### config.mk
export PLATFORM = sky130hd
export DESIGN_NAME = redmule_zbuf_transpose
export DESIGN_NICKNAME = d
export VERILOG_FILES = /design/src/rtl/redmule_pkg.sv /design/src/rtl/redmule_zbuf_mem.sv /design/src/rtl/redmule_zbuf_transpose.sv
export SDC_FILE = /design/constraint.sdc
export NUM_CORES = 1
export LEC_CHECK = 0
export ABC_CLOCK_PERIOD_IN_PS = 4380
export BUFFER_PORTS_ARGS = -buffer_cell sky130_fd_sc_hd__buf_2
export CAP_MARGIN = 20
export CORE_MARGIN = 5
export CORE_UTILIZATION = 50
export CTS_BUF_LIST = sky130_fd_sc_hd__clkbuf_4
export CTS_CLUSTER_DIAMETER = 30
export DETAILED_ROUTE_END_ITERATION = 7
export GPL_TIMING_DRIVEN = 0
export PLACE_DENSITY_LB_ADDON = 0.25
export SLEW_MARGIN = 40
export SYNTH_ARGS = -nofsm -noshare
export SYNTH_HDL_FRONTEND = slang
export SYNTH_SLANG_ARGS = --single-unit
### constraint.sdc
create_clock -name clk_i -period 4.38 [get_ports clk_i]
set_input_delay 0.438 -clock clk_i [delete_from_list [all_inputs] [get_ports clk_i]]
set_output_delay 0.438 -clock clk_i [all_outputs]
set_load 0.02 [all_outputs]
### src/rtl/redmule_pkg.sv
// Shared types for the RedMulE Z output buffer: flag bundle, buffer state
// encoding and a small index-width helper.
package redmule_pkg;

  typedef struct packed {
    logic full;
    logic empty;
  } z_buffer_flgs_t;

  typedef enum logic [1:0] {
    ZBUF_EMPTY,
    ZBUF_FILL,
    ZBUF_DRAIN
  } zbuf_state_e;

  // Index width that stays at least one bit wide for single-entry dimensions.
  function automatic int unsigned idx_w(input int unsigned n);
    return (n > 1) ? $clog2(n) : 1;
  endfunction

endpackage

### src/rtl/redmule_zbuf_mem.sv
// N_ELEM x DEPTH element array for the Z buffer. One full column is written
// per cycle and one full row is read out combinationally from the registers.
module redmule_zbuf_mem
  import redmule_pkg::*;
#(
  parameter int unsigned DATA_W = 16,
  parameter int unsigned N_ELEM = 4,
  parameter int unsigned DEPTH  = 8,
  localparam int unsigned COL_W = idx_w(DEPTH),
  localparam int unsigned ROW_W = idx_w(N_ELEM)
) (
  input  logic                      clk_i,
  input  logic                      rst_ni,
  input  logic                      i_we,
  input  logic [COL_W-1:0]          i_col,
  input  logic [N_ELEM*DATA_W-1:0]  i_data,
  input  logic [ROW_W-1:0]          i_row,
  output logic [DEPTH*DATA_W-1:0]   o_row
);

  logic [DATA_W-1:0] r_mem [N_ELEM][DEPTH];

  // Column write port: element r of the incoming column lands in row r.
  // NOTE: this array is reset on purpose so the drained row reads as zero after
  // reset; a plain storage array would normally be left unreset to save flops.
  always_ff @(posedge clk_i or negedge rst_ni) begin
    if (!rst_ni) begin
      for (int r = 0; r < N_ELEM; r++) begin
        for (int c = 0; c < DEPTH; c++) begin
          r_mem[r][c] <= '0;
        end
      end
    end else if (i_we) begin
      for (int r = 0; r < N_ELEM; r++) begin
        r_mem[r][i_col] <= i_data[r*DATA_W +: DATA_W];
      end
    end
  end

  // Row read port: gather every column of the selected row.
  // NOTE: o_row gets a full default before the loop so no path leaves it
  // unassigned, which would otherwise infer a latch.
  always_comb begin
    o_row = '0;
    for (int c = 0; c < DEPTH; c++) begin
      o_row[c*DATA_W +: DATA_W] = r_mem[i_row][c];
    end
  end

endmodule

### src/rtl/redmule_zbuf_transpose.sv
// RedMulE Z output buffer: captures engine result columns (column-major),
// then drains row-major beats to the Z streamer over valid/ready.
// Optional feature macro: REDMULE_ZBUF_STRB_EN (byte strobes follow cols_i).
module redmule_zbuf_transpose
  import redmule_pkg::*;
#(
  parameter int unsigned DATA_W = 16,
  parameter int unsigned N_ELEM = 4,
  parameter int unsigned DEPTH  = 8
) (
  input  logic                         clk_i,
  input  logic                         rst_ni,
  input  logic                         clear_i,
  input  logic                         clk_en_i,
  input  logic                         fill_i,
  input  logic [N_ELEM*DATA_W-1:0]     fill_data_i,
  input  logic [$clog2(N_ELEM):0]      rows_i,
  input  logic [$clog2(DEPTH):0]       cols_i,
  output logic [DEPTH*DATA_W-1:0]      z_data_o,
  output logic [DEPTH*DATA_W/8-1:0]    z_strb_o,
  output logic                         z_valid_o,
  input  logic                         z_ready_i,
  output z_buffer_flgs_t               flgs_o,
  output logic                         overflow_o
);

  localparam int unsigned CNT_W  = $clog2(DEPTH) + 1;
  localparam int unsigned RCNT_W = $clog2(N_ELEM) + 1;
  localparam int unsigned COL_W  = idx_w(DEPTH);
  localparam int unsigned ROW_W  = idx_w(N_ELEM);

  zbuf_state_e       r_state;
  logic [CNT_W-1:0]  r_fill_cnt;
  logic [RCNT_W-1:0] r_drain_cnt;
  logic [RCNT_W-1:0] r_rows_eff;
  logic              r_full;
  logic              r_empty;
  logic              r_valid;
  logic              r_overflow;

  logic              w_fill_acc;
  logic              w_fill_last;
  logic              w_hs;
  logic              w_drain_last;
  logic [RCNT_W-1:0] w_rows_eff;

  assign w_fill_acc   = fill_i & clk_en_i & (r_state != ZBUF_DRAIN);
  assign w_fill_last  = w_fill_acc & (r_fill_cnt == CNT_W'(DEPTH - 1));
  assign w_hs         = r_valid & z_ready_i;
  assign w_drain_last = w_hs & (r_drain_cnt == r_rows_eff - RCNT_W'(1));
  assign w_rows_eff   = ((rows_i == '0) || (rows_i > RCNT_W'(N_ELEM))) ? RCNT_W'(N_ELEM) : rows_i;

  // Tile sequencing: accept columns until full, then hand out rows until the last beat.
  // NOTE: all state here uses non-blocking assignments so every flop samples
  // pre-edge values regardless of statement order.
  always_ff @(posedge clk_i or negedge rst_ni) begin
    if (!rst_ni) begin
      r_state     <= ZBUF_EMPTY;
      r_fill_cnt  <= '0;
      r_drain_cnt <= '0;
      r_rows_eff  <= RCNT_W'(N_ELEM);
      r_full      <= 1'b0;
      r_empty     <= 1'b1;
      r_valid     <= 1'b0;
      r_overflow  <= 1'b0;
    end else if (clear_i) begin
      r_state     <= ZBUF_EMPTY;
      r_fill_cnt  <= '0;
      r_drain_cnt <= '0;
      r_rows_eff  <= RCNT_W'(N_ELEM);
      r_full      <= 1'b0;
      r_empty     <= 1'b1;
      r_valid     <= 1'b0;
      r_overflow  <= 1'b0;
    end else begin
      if (fill_i && (r_state == ZBUF_DRAIN)) begin
        r_overflow <= 1'b1;
      end
      case (r_state)
        ZBUF_EMPTY, ZBUF_FILL: begin
          if (w_fill_acc) begin
            r_empty <= 1'b0;
            if (w_fill_last) begin
              r_state    <= ZBUF_DRAIN;
              r_fill_cnt <= '0;
              r_full     <= 1'b1;
              r_valid    <= 1'b1;
              r_rows_eff <= w_rows_eff;
            end else begin
              r_state    <= ZBUF_FILL;
              r_fill_cnt <= r_fill_cnt + CNT_W'(1);
            end
          end
        end
        ZBUF_DRAIN: begin
          if (w_hs) begin
            if (w_drain_last) begin
              r_state     <= ZBUF_EMPTY;
              r_drain_cnt <= '0;
              r_full      <= 1'b0;
              r_empty     <= 1'b1;
              r_valid     <= 1'b0;
            end else begin
              r_drain_cnt <= r_drain_cnt + RCNT_W'(1);
            end
          end
        end
        default: r_state <= ZBUF_EMPTY;
      endcase
    end
  end

  // Storage is never written in the cycle a clear arrives.
  redmule_zbuf_mem #(
    .DATA_W (DATA_W),
    .N_ELEM (N_ELEM),
    .DEPTH  (DEPTH)
  ) u_mem (
    .clk_i  (clk_i),
    .rst_ni (rst_ni),
    .i_we   (w_fill_acc & ~clear_i),
    .i_col  (r_fill_cnt[COL_W-1:0]),
    .i_data (fill_data_i),
    .i_row  (r_drain_cnt[ROW_W-1:0]),
    .o_row  (z_data_o)
  );

`ifdef REDMULE_ZBUF_STRB_EN
  logic [CNT_W-1:0] r_cols_eff;
  logic [CNT_W-1:0] w_cols_eff;

  assign w_cols_eff = ((cols_i == '0) || (cols_i > CNT_W'(DEPTH))) ? CNT_W'(DEPTH) : cols_i;

  // Column count for the tile, captured when the buffer turns full.
  always_ff @(posedge clk_i or negedge rst_ni) begin
    if (!rst_ni) begin
      r_cols_eff <= CNT_W'(DEPTH);
    end else if (clear_i) begin
      r_cols_eff <= CNT_W'(DEPTH);
    end else if (w_fill_last) begin
      r_cols_eff <= w_cols_eff;
    end
  end

  // Enable the bytes of every element that lies inside the valid column range.
  always_comb begin
    z_strb_o = '0;
    for (int c = 0; c < DEPTH; c++) begin
      for (int b = 0; b < DATA_W / 8; b++) begin
        z_strb_o[c*(DATA_W/8) + b] = (CNT_W'(c) < r_cols_eff);
      end
    end
  end
`else
  logic w_unused_cols;
  assign w_unused_cols = ^cols_i;
  assign z_strb_o      = '1;
`endif

  assign z_valid_o    = r_valid;
  assign flgs_o.full  = r_full;
  assign flgs_o.empty = r_empty;
  assign overflow_o   = r_overflow;

endmodule

; ---- Yosys cells after proc, flatten, opt, wreduce, memory -nomap -nowiden
; Index checks and enable logic that the tools add are counted.
[classes]
n_eq_ne = 9
n_bitwise = 9
n_reduce_logical = 19
muxes = 41
n_addsub = 3
magnitude_cmp = 4
[op_table]
columns = operator, count
row1 = $bwmux 128, 4
row2 = $bmux 128 s2, 1
row3 = $mux 128, 2
row4 = $demux 16 s3, 1
row5 = $mux 3, 9
row6 = $mux 16, 1
row7 = $mux 4, 4
row8 = $ne 3x3->1 const B, 4
row9 = $reduce_bool 2->1, 6
row10 = $mux 1, 11
row11 = $mux 2, 5
row12 = $and 1x1->1, 6
row13 = $reduce_and 3->1, 2
row14 = $reduce_and 5->1, 1
row15 = $add 4x1->4 const B, 1
row16 = $eq 4x3->1 const B, 1
row17 = $ge 4x4->1 const B, 1
row18 = $lt 4x1->1 const B, 1
row19 = $not 3->4, 1
row20 = $pmux 1 s2, 2
row21 = $pmux 2 s2, 1
row22 = $reduce_and 2->1, 2
row23 = $reduce_and 4->1, 1
row24 = $add 3x1->3 const B, 1
row25 = 15 further kinds, 16
[word_totals]
in_bits = 77
regBits = 527
wordCells = 124
output_inout_bits = 148

; ---- Depth between registers and ports, before layout
[logic_depth]
word_depth = 7
mapped_depth = 6
depth_no_buf = 6

; ---- Cells and area by module
; A second synthesis with hierarchy kept.
[hier_totals]
hier_cells = 1341
hier_area_um2 = 23884.2
[modules_own_cells]
columns = mod, instances, cells_per_inst, seq_area_each_um2, area_each_um2
row1 = redmule_zbuf_mem, 1, 1243, 12812.3, 22939.5
row2 = redmule_zbuf_transpose, 1, 98, 377.9, 944.7

; ---- Worst setup path after synthesis
; Ideal clock, no wire load.
[synth_path]
kind = reg-to-output
start = reg r_drain_cnt[0]
end = out z_data_o[10]
slack_ns = 2.256
path_stages_with_launch = 4
required_ns = 3.942
arrival_time_ns = 1.686
path_cell_list = dfrtp_1 -> clkbuf_1 -> buf_1 -> mux4_2
[synth_between]
elab_chain_cells = 4
[synth_rtl]
columns = item, line
row1 = "start, declared", redmule_zbuf_transpose.sv:34  ; logic [RCNT_W-1:0] r_drain_cnt;
row2 = "start signal, assigned", redmule_zbuf_transpose.sv:104  ; r_drain_cnt <= r_drain_cnt + RCNT_W'(1);
row3 = $not 2->3 (not written as such), redmule_zbuf_mem.sv:46  ; o_row[c*DATA_W +: DATA_W] = r_mem[i_row][c];
row4 = $bmux 128 s2, redmule_zbuf_mem.sv:46
row5 = $mux 128 (not written as such), redmule_zbuf_mem.sv:46
row6 = $mux 128, n/a
row7 = "end, declared", redmule_zbuf_transpose.sv:19  ; output logic [DEPTH*DATA_W-1:0] z_data_o,
; Every way passes these cells. The select of a mux whose other input is x is not followed.

; ---- Final worst setup path
[layout_path]
start = reg r_drain_cnt[0]
end = out z_data_o[76]
[layout_between]
elab_chain_cells = 4
[layout_rtl]
columns = item, line
row1 = $not 2->3 (not written as such), redmule_zbuf_mem.sv:46
row2 = $bmux 128 s2, redmule_zbuf_mem.sv:46
row3 = $mux 128, n/a
row4 = $mux 128 (not written as such), redmule_zbuf_mem.sv:46
; Every way passes these cells. The select of a mux whose other input is x is not followed.

==> metrics.txt <==
status=completed; Critical Path Source Type=register; Min-Delay Path Depth=4; Reg clk slew, reported paths=0.06 ns; Synth area leader=dfrtp_1; Setup TNS=0 ns; Routed WL=67800 um; clock latency on the worst-skew pair=0.97 ns; RSZ-0062 raised after global routing=no; Yosys reg bits=527; H-tree depth=4; layout cells sized above 1=63.3%; Detailed Place HPWL=44000 um; Nets=1871; Synth top area share=between 50% and 60%; Post-CTS Setup Repair Bufs=0; Core Footprint=about 45000 um^2; initial antenna violation count=2; Ys Warns=0; maximum vdd drop=roughly 0.28 mV; Register Area=around 13000 um^2; number of antenna-violating nets in the routed design=0; actual slew at the worst max-slew pin=0.883 ns; fin area=27700 um^2; cells on worst reg2reg path=5; total of max-cap violations=0; critical path capture point type=primary output; FF-to-FF setup slack=approximately 2.0 ns; root buffer selected by CTS=clkbuf_4; GRT overflow=0; crit path DAT=3.28 ns; crit path kind=register to primary output; period utilization=a little over four fifths; row count=78; Setup Skew=between 0.05 and 0.06 ns; largest net degree at the start of global routing=76; Leak=13.9 nW; pwr dens=413 nW/um^2; Hold Path Class=input port to register; vias in the first global route=15.6k; Die Ht=about 220 um; routed vias=14.5k; # IOs=225; TritonCTS Buffers=roughly 140; Max Clk Rate=around 270 MHz; GP Congestion=0.823; TritonCTS clock tree=yes; sequential element share of the synthesized area=57.1%; drt first pass iters=6; Max FO, Critical Path=10; Port Buf Inserts=204; predominant post-synthesis flop cell=dfrtp_1; number of synthesized flops with an enable pin=0; Syn-to-layout area delta=20.0%; Worst Hold Launch=fill_i; Hold WS=between 0.3 and 0.4 ns; Critical Path Start=r_drain_cnt[0]; vias per cell=between 5 and 6; violation count after the first detailed-route iteration=906; first-pass GRT wire length=100000 um; Post-Syn Area=23100 um^2; effective utilization at floorplan=50.8%; Synth area leaders=dfrtp_1 (57%), mux2_2 (25%), mux4_2 (12%), buf_6 (1.2%), buf_2 (0.67%); minimum clock period=3.72 ns; die width=225 um; area occupied by multi-input gates=9210 um^2; Area after DPL=around 25000 um^2; hold bufs inserted after CTS=76; RR Endpoint=u_mem.r_mem[26]; Fin. Hold Viols=0; Req. time, crit path=~3.9 ns; DRC Markers=0; Die ar.=50600 um^2; drt wl/cell=27.3 um; Mean Syn Cell Area=17.2 um^2; worst min-delay path endpoint=overflow_o; Reg2Reg Launch Point=r_state[1]; Fill cells=3620; final setup vio count=0; Worst slew margin=41.1%; Synth async-reset ratio=100%; clk sinks=527; Max Transition Viols Final=0; Unique masters post-synth=41; post-synthesis cell count=1341; post_cts resized=0; Clock Path Buffers=3; GR Util All Layers=27.4%
-- flip-flops by register name (all words and copies together), names as in the netlist --
name / count
r_rows_eff: 3
r_drain_cnt: 3
z_valid_o: 1
r_empty: 1
u_mem.r_mem: 512
r_fill_cnt: 4
r_state: 2
overflow_o: 1
-- cell type report --
type	count	area share (%)
clock inverters	21	0.402
diodes	2	0.0181
multi-input cells	727	33.3
plain buffers	99	2.67
flip-flops and latches	527	47.6
well taps	600	2.71
clock buffers	221	5.99
repair buffers	288	7.30
inverters	3	0.0406
-- routing by layer --
layer,global-route usage [%],share of wire (%)
met1,36.1,41
met3,7.37,6.8
met4,10.0,3.1
met5,0,0
met2,44.1,49
-- cell usage after synthesis, types with 2 or more instances --
library cell and instances:
mux2_2 512, xnor2_1 2, o21ai_0 2, nor2b_1 2, nor3_1 4, xor2_1 3
a211o_1 2, ha_1 4, nand3b_1 3, inv_1 3, dfstp_2 2, nor4_1 2
buf_2 31, buf_1 9, a21oi_1 7, clkbuf_8 6, or4_1 2, nand2_2 6
buf_4 18, nor2_1 6, dfrtp_1 525, clkbuf_1 10, nand2_1 10, or2_2 2
mux4_2 128, buf_6 25
-- critical path, cell delays in order (launching register included) --
cell,delay (ns)
dfrtp_1,0.35
clkbuf_1,0.26
clkbuf_1,0.32
buf_2,0.55
mux4_2,0.65
buf_2,0.19
-- stage by stage --
step	cells	util (%)	power, mW	setup slack (ns)
after detailed placement	2168	55.3	7.17	1.64
after global routing	2488	60.9	12.0	0.453
after floorplan	1356	-	6.45	2.26
final	2488	60.9	11.4	0.662
after CTS	2486	60.9	11.6	0.572
after global placement	2160	54.8	7.09	-7.59
-- how the worst max path moves through the flow --
stage	endpoint	slack, ns
CTS	z_data_o[76]	0.57
detailed placement	z_data_o[76]	1.64
floorplan	z_data_o[10]	2.26
finish	z_data_o[76]	0.66
global placement	u_mem.r_mem[439]	-7.59
global route	z_data_o[88]	0.45
-- cells in the final DEF, fill, tap and decap left out, drive strengths merged, types with 3 or more instances in the layout --
master	n
dfrtp	525
mux2	512
buf	296
clkbuf	237
mux4	128
dlygate4sd3	75
conb	16
nand2	16
clkinv	15
inv	8
a21oi	7
nor2	6
nor3	4
ha	4
xor2	3
nand3b	3
nor4	3
-- power breakdown --
group | total [mW] | leakage (nW) | internal, mW | switching [mW]
Sequential | 5.43 | 7.11 | 5.25 | 0.183
Combinational | 1.70 | 5.70 | 0.773 | 0.924
Clock | 4.32 | 1.09 | 2.33 | 1.99
-- cells by family after synthesis --
group | Yosys count | synth area share (%)
AO/OA/AOI/OAI | 13 | 0.336
XOR/XNOR | 6 | 0.293
adder cells (fa/ha/maj) | 4 | 0.217
buffers and inverters | 102 | 3.19
flip-flops | 527 | 57.1
multiplexers | 640 | 37.5
other | 1 | 0.0162
AND/OR/NAND/NOR | 48 | 1.34
(Power assumes the default switching activity.)
